[config.mk]
export PLATFORM = sky130hd
export DESIGN_NAME = fetch_stage
export DESIGN_NICKNAME = d
export VERILOG_FILES = /design/src/rtl/fetch_stage.sv
export SDC_FILE = /design/constraint.sdc
export NUM_CORES = 1
export LEC_CHECK = 0
export ABC_AREA = 1
export CORE_ASPECT_RATIO = 1.5
export CORE_MARGIN = 5
export CORE_UTILIZATION = 30
export CTS_CLUSTER_DIAMETER = 200
export CTS_CLUSTER_SIZE = 40
export DETAILED_ROUTE_END_ITERATION = 6
export HOLD_SLACK_MARGIN = 0.05
export PLACE_DENSITY = 0.55
export SYNTH_ARGS = -nofsm -noshare
export SYNTH_HDL_FRONTEND = slang
export SYNTH_SLANG_ARGS = --single-unit
[constraint.sdc]
create_clock -name clk -period 9.72 [get_ports clk]
set_clock_uncertainty 0.2 [all_clocks]
set_input_delay 1.944 -clock clk [delete_from_list [all_inputs] [get_ports clk]]
set_output_delay 1.944 -clock clk [all_outputs]
set_load 0.1 [all_outputs]
[src/rtl/fetch_stage.sv]
// fetch_stage
//   MIPS instruction fetch stage with the IF/ID pipeline register.
//   Holds the PC and issues word fetches over a req/ack handshake that
//   tolerates multi-cycle memory latency. A one-entry skid buffer absorbs a
//   returning instruction while decode stalls. A branch redirect from EX
//   flushes IF/ID and retargets the PC.
//
// Ports
//   clk, rst           : clock, asynchronous active-high reset
//   imem_req/addr      : fetch request and word address (addr[1:0] = 0)
//   imem_ack/rdata     : response strobe and instruction data
//   stall              : decode cannot accept; IF/ID holds
//   branch_taken/target: redirect pulse and target address from EX
//   if_id_valid/instr/pc4 : IF/ID pipeline register
//   opcode, funct      : instruction fields to the control unit
//
// Configuration
//   FETCH_PERF_CNT_EN  : when defined, adds perf_fetch_cnt (accepted fetches)
//                        and perf_flush_cnt (branch redirect cycles).

module fetch_stage #(
    parameter logic [31:0] RESET_PC = 32'h0000_0000
) (
    input  logic        clk,
    input  logic        rst,
    output logic        imem_req,
    output logic [31:0] imem_addr,
    input  logic        imem_ack,
    input  logic [31:0] imem_rdata,
    input  logic        stall,
    input  logic        branch_taken,
    input  logic [31:0] branch_target,
    output logic        if_id_valid,
    output logic [31:0] if_id_instr,
    output logic [31:0] if_id_pc4,
    output logic [5:0]  opcode,
    output logic [5:0]  funct
`ifdef FETCH_PERF_CNT_EN
    ,
    output logic [31:0] perf_fetch_cnt,
    output logic [31:0] perf_flush_cnt
`endif
);

    typedef enum logic [1:0] {
        IDLE,
        FETCH,
        BUFFERED,
        DRAIN
    } state_t;

    state_t      state;
    logic [31:0] pc;
    logic [31:0] buf_instr;
    logic [31:0] buf_pc4;
    logic [31:0] pc_next;
    logic [31:0] target;

    assign pc_next = pc + 32'd4;
    assign target  = {branch_target[31:2], 2'b00};

    assign opcode  = if_id_instr[31:26];
    assign funct   = if_id_instr[5:0];

    always_ff @(posedge clk or posedge rst) begin
        if (rst) begin
            state       <= IDLE;
            pc          <= RESET_PC;
            imem_req    <= 1'b0;
            imem_addr   <= RESET_PC;
            if_id_valid <= 1'b0;
            if_id_instr <= '0;
            if_id_pc4   <= '0;
            buf_instr   <= '0;
            buf_pc4     <= '0;
        end else begin
            case (state)
                IDLE: begin
                    state     <= FETCH;
                    imem_req  <= 1'b1;
                    imem_addr <= pc;
                end

                FETCH: begin
                    if (branch_taken) begin
                        if_id_valid <= 1'b0;
                        if_id_instr <= '0;
                        pc          <= target;
                        // Without an ack the old request must complete with
                        // its original address, so the retarget waits in DRAIN.
                        if (imem_ack) begin
                            imem_addr <= target;
                        end else begin
                            state <= DRAIN;
                        end
                    end else if (imem_ack) begin
                        pc <= pc_next;
                        if (stall) begin
                            buf_instr <= imem_rdata;
                            buf_pc4   <= pc_next;
                            imem_req  <= 1'b0;
                            imem_addr <= pc_next;
                            state     <= BUFFERED;
                        end else begin
                            if_id_valid <= 1'b1;
                            if_id_instr <= imem_rdata;
                            if_id_pc4   <= pc_next;
                            imem_addr   <= pc_next;
                        end
                    end
                end

                BUFFERED: begin
                    if (branch_taken) begin
                        if_id_valid <= 1'b0;
                        if_id_instr <= '0;
                        pc          <= target;
                        imem_req    <= 1'b1;
                        imem_addr   <= target;
                        state       <= FETCH;
                    end else if (!stall) begin
                        if_id_valid <= 1'b1;
                        if_id_instr <= buf_instr;
                        if_id_pc4   <= buf_pc4;
                        imem_req    <= 1'b1;
                        imem_addr   <= pc;
                        state       <= FETCH;
                    end
                end

                DRAIN: begin
                    if (branch_taken) begin
                        if_id_valid <= 1'b0;
                        if_id_instr <= '0;
                        pc          <= target;
                    end
                    // The drained data is dropped; the next request goes to
                    // the most recent redirect target.
                    if (imem_ack) begin
                        imem_addr <= branch_taken ? target : pc;
                        state     <= FETCH;
                    end
                end

                default: begin
                    state    <= IDLE;
                    imem_req <= 1'b0;
                end
            endcase
        end
    end

`ifdef FETCH_PERF_CNT_EN
    always_ff @(posedge clk or posedge rst) begin
        if (rst) begin
            perf_fetch_cnt <= '0;
            perf_flush_cnt <= '0;
        end else begin
            if (state == FETCH && imem_ack && !branch_taken) begin
                perf_fetch_cnt <= perf_fetch_cnt + 32'd1;
            end
            if (branch_taken) begin
                perf_flush_cnt <= perf_flush_cnt + 32'd1;
            end
        end
    end
`endif

endmodule

Word-level counts from Yosys, hierarchy flattened

Cells that the tools add are included.

Add/sub/neg operators: 1
Eq/ne operators: 16
Muxes and demuxes: 43
Bitwise operators: 1
Reduce and logical (&&, ||, !) cells: 14

Operators with widths:

| kind                                          | number |
|---|---|
| 2-to-1 mux 32 bit                             | 19 |
| case mux 32 bit (2 select lines)              | 2 |
| case mux 32 bit (4 select lines)              | 1 |
| case mux 32 bit (3 select lines)              | 1 |
| adder 32 x 3 -> 32 bit, second input constant | 1 |
| != test 2 bit, second input constant          | 8 |
| != test 3 bit, second input constant          | 5 |
| AND reduction 5 bit                           | 3 |
| 2-to-1 mux 2 bit                              | 7 |
| 2-to-1 mux 1 bit                              | 10 |
| case mux 2 bit (4 select lines)               | 1 |
| case mux 1 bit (3 select lines)               | 2 |
| AND reduction 3 bit                           | 2 |
| AND reduction 6 bit                           | 1 |
| nonzero test 3 bit                            | 2 |
| == test 2 bit, second input constant          | 2 |
| AND reduction 4 bit                           | 1 |
| nonzero test 2 bit                            | 2 |
| == test 2 x 1 -> 1 bit, second input constant | 1 |
| zero test 2 bit                               | 1 |
| AND reduction 2 bit                           | 1 |
| OR reduction 2 bit                            | 1 |
| NOT 1 bit                                     | 1 |

Register bits after elaboration: 196
Input bits: 69
Output and inout port bits: 110
Word-level logic and storage cells: 84

Logic depth before layout (Yosys ltp)

Word-level depth: 5
Mapped depth: 13
Mapped depth without buffers: 13

Worst setup path before layout

OpenSTA, ideal clock, no wires.

Path type: reg-to-output
From: register if_id_instr[0]
To: output port if_id_instr[0]
Arrival: 1.340 ns
Data required time: 7.576 ns
Path slack: 6.236 ns
Cell stages (with the launch flop): 2
Cells stage by stage: dfrtp_1 > buf_4

RTL lines:

| item                   | line | source |
|---|---|---|
| start, declared        | 34   | `output logic [31:0] if_id_instr,` |
| start signal, assigned | 106  | `if_id_instr <= imem_rdata;` |
| start signal, assigned | 123  | `if_id_instr <= buf_instr;` |

No word-level cell between the ends.

Worst setup path in the final report

From: input port branch_taken
To: register if_id_pc4[20]

Cells in the longest elaborated chain, start to end: 2
Elaborated cells on any way between the ends: 3
Those cells by class: eq/ne (2); reduce/logical (1)

RTL lines:

| item                                     | line | source |
|---|---|---|
| start, declared                          | 31   | `input logic branch_taken,` |
| != test 2 bit (no source line)           | n/a  |  |
| AND reduction 6 bit (no source line) (*) | n/a  |  |
| end signal, assigned                     | 107  | `if_id_pc4 <= pc_next;` |
| end signal, assigned                     | 124  | `if_id_pc4 <= buf_pc4;` |
| end, declared                            | 35   | `output logic [31:0] if_id_pc4,` |

Mark *: on every way between the ends. The rest lies on a longest branch, timed or not.
A chain may end at the register's enable or synchronous reset.

==> run summary <==
status: completed
Yosys top cell area share: 0.505
CP top delay family: buffers and inverters
synth unique cells: 36
Hold Path Stages: 2
asr flop ratio synth: 1.00
layout cells sized above 1: 0.0448
setup violators final: 0
Initial DRC Count: 731
via count: 8958
TritonCTS clock tree: done
Remaining DRCs: 0
Syn. warnings: 0
register area share after synthesis: 0.505
reg-to-reg slack, setup: 5.87 ns
commonest non-fill, non-tap cells in the layout: nand2_1, dfrtp_1, clkdlybuf4s50_1
Post CTS Setup Buffer Count: 0
Non-Filler Instances: 1817
Ports: 179
Final period util: 0.534
dominant synthesized flop cell: dfrtp_1
Post-CTS Resized: 0
CP max-delay cell: clkdlybuf4s50_1
Vias per Instance: 4.93
CTS max path bufs: 2
Core Util, Final: 0.384
Crit Path Max Fanout: 66
clock sink total: 196
vias in the first global route: 8780
initial antenna violation count: 1
Initial Util: 0.304
CTS H-tree depth: 4
IO Port Bufs: 176
HP Class: register to register
num rows: 80
Worst Path Buf+Inv: 5
first-pass iteration count of the detailed router: 6
Avg Cell Area, Syn: 7.65 µm²
TNS Setup: 0 ns
pre-CTS WS: 4.01 ns
most common cell after layout, fill and taps aside: nand2_1
Post-Route WL: 32.4 mm
worst-margin pin slew: 1.08 ns
Die H: 230 µm
final hold violations: 0
grt total ovfl: 0
Hold Crit Endpoint: buf_pc4[5]
r2r startpoint: state[1]
DIE AREA: 36100 µm²
Die Span X: 157 µm
Crit path largest cell delay: 1.00 ns
Clk Latency, worst-skew pair: 0.46 ns
max-slew violations: 0
syn_nets: 1339
flop and latch count out of synthesis: 196
Hold Startpoint: buf_pc4[5]
Period minus WS final: 5.19 ns
number of synthesized flops with an enable pin: 0
placed insts: 1786
Rel. slew slack: 0.276
Crit. End Element: register
routability cong.: 0.883
Clock Tree Root: clkbuf_16
synth-to-layout area growth: 26.1%
largest net degree at the start of global routing: 137
area leader, netlist: dfrtp_1
ant diodes: 0
crit path cell chain: clkdlybuf4s50_1, inv_2, buf_4, nand2_2, nand2_4, nor3_4, buf_4, nand3_1, buf_4, nor2_1, o21ai_0, nand2_1
RSZ-0062 raised after global routing: no
HPWL Detailed: 21.6 mm
CTS Buf Count: 17
WL/cell: 17.8 µm
fin worst setup slack: 4.53 ns
Reg2Reg Depth: 10
Routed Antenna Nets: 0
Req. time, crit path: 9.91 ns
Setup crit start kind: input port
layout net count: 1465
synthesized area: 9710 µm²
Reg clk slew, reported paths: 0.07 ns
Area contributors post-synth: dfrtp_1, nand2_1, nor2_1
first-pass GRT wire length: 49.9 mm
maxcap violations: 0
most frequent CP cell: buf_4
All-Layer GR Usage: 0.180
Hold Buf Count CTS: 0
core area: 31900 µm²
max frequency: 0.193 GHz
Data arrival, critical path: 5.38 ns
Gate Count Post-Synth: 1269
r2r endpoint: if_id_pc4[20]
crit path kind: input port to register
==> layout make-up <==
cell class	count	area [µm²]
flip-flops and latches	196	4900
clock inverters	13	119
repair buffers	187	1840
multi-input cells	909	4110
clock buffers	18	429
fillers	3322	19700
inverters	84	323
well taps	410	513
==> cell usage after synthesis (3+ instances only) <==
| library cell | number |
|---|---|
| xor2_1 | 6 |
| o21ai_0 | 93 |
| buf_4 | 16 |
| inv_2 | 6 |
| o21bai_1 | 5 |
| nand2_2 | 3 |
| o22ai_1 | 21 |
| o21ai_1 | 15 |
| nor2_1 | 130 |
| nor3_2 | 3 |
| a21oi_1 | 37 |
| a31oi_1 | 50 |
| inv_1 | 78 |
| nand2_1 | 439 |
| nor2_2 | 3 |
| buf_1 | 4 |
| buf_2 | 18 |
| a2bb2oi_1 | 5 |
| dfrtp_1 | 196 |
| o211ai_1 | 7 |
| nand3_1 | 74 |
| clkbuf_1 | 40 |
==> how the worst max path moves through the flow <==
stage,start,endpoint,cells past startpoint
finish,branch_taken,if_id_pc4[20],12
global route,branch_taken,if_id_pc4[20],12
CTS,branch_taken,if_id_pc4[20],12
detailed placement,branch_taken,if_id_pc4[20],12
global placement,branch_taken,if_id_pc4[20],12
floorplan,rst,buf_instr[0],1
==> sequential cells by signal, summed over array words and instances, names as in the netlist <==
signal and count:
imem_req 1, if_id_pc4 32, buf_instr 32, state 2, imem_addr 32, if_id_valid 1, if_id_instr 32, pc 32
buf_pc4 32
==> metal layers <==
metal / share of wire / vias up / wire (µm) / global-route usage
li1: - / 4364 / - / -
met1: 0.38 / 4216 / 12300 / 0.203
met2: 0.50 / 309 / 16300 / 0.309
met3: 0.073 / 67 / 2380 / 0.0506
met4: 0.045 / 2 / 1440 / 0.0920
met5: 0.00037 / - / 12 / 0
==> worst register-to-register path, cell delays in order (launching register included) <==
cell and delay [ns]:
dfrtp_1 0.51, nor2_4 0.84, inv_2 0.53, nand2_4 0.49, nor3_4 0.04, buf_4 0.32, nand3_1 0.14, buf_4 0.42
nor2_1 0.09, o21ai_0 0.08, nand2_1 0.07
==> per-stage QoR <==
| step | hold slack [ns] | area (µm²) |
|---|---|---|
| final | 0.279 | 12200 |
| after floorplan | 0.244 | 9710 |
| after global routing | 0.296 | 12200 |
| after global placement | 0.258 | 11700 |
| after detailed placement | 0.261 | 11700 |
| after CTS | 0.281 | 12200 |
==> cell families after synthesis <==
kind of cell,count (synthesis),synth area share
adder cells (fa/ha/maj),1,0.00129
AND/OR/NAND/NOR,662,0.274
AO/OA/AOI/OAI,239,0.139
buffers and inverters,164,0.0735
flip-flops,196,0.505
XOR/XNOR,7,0.00632
Power is not shown: default switching activity piles up to over one toggle a cycle in this logic, so the estimate is an artifact.
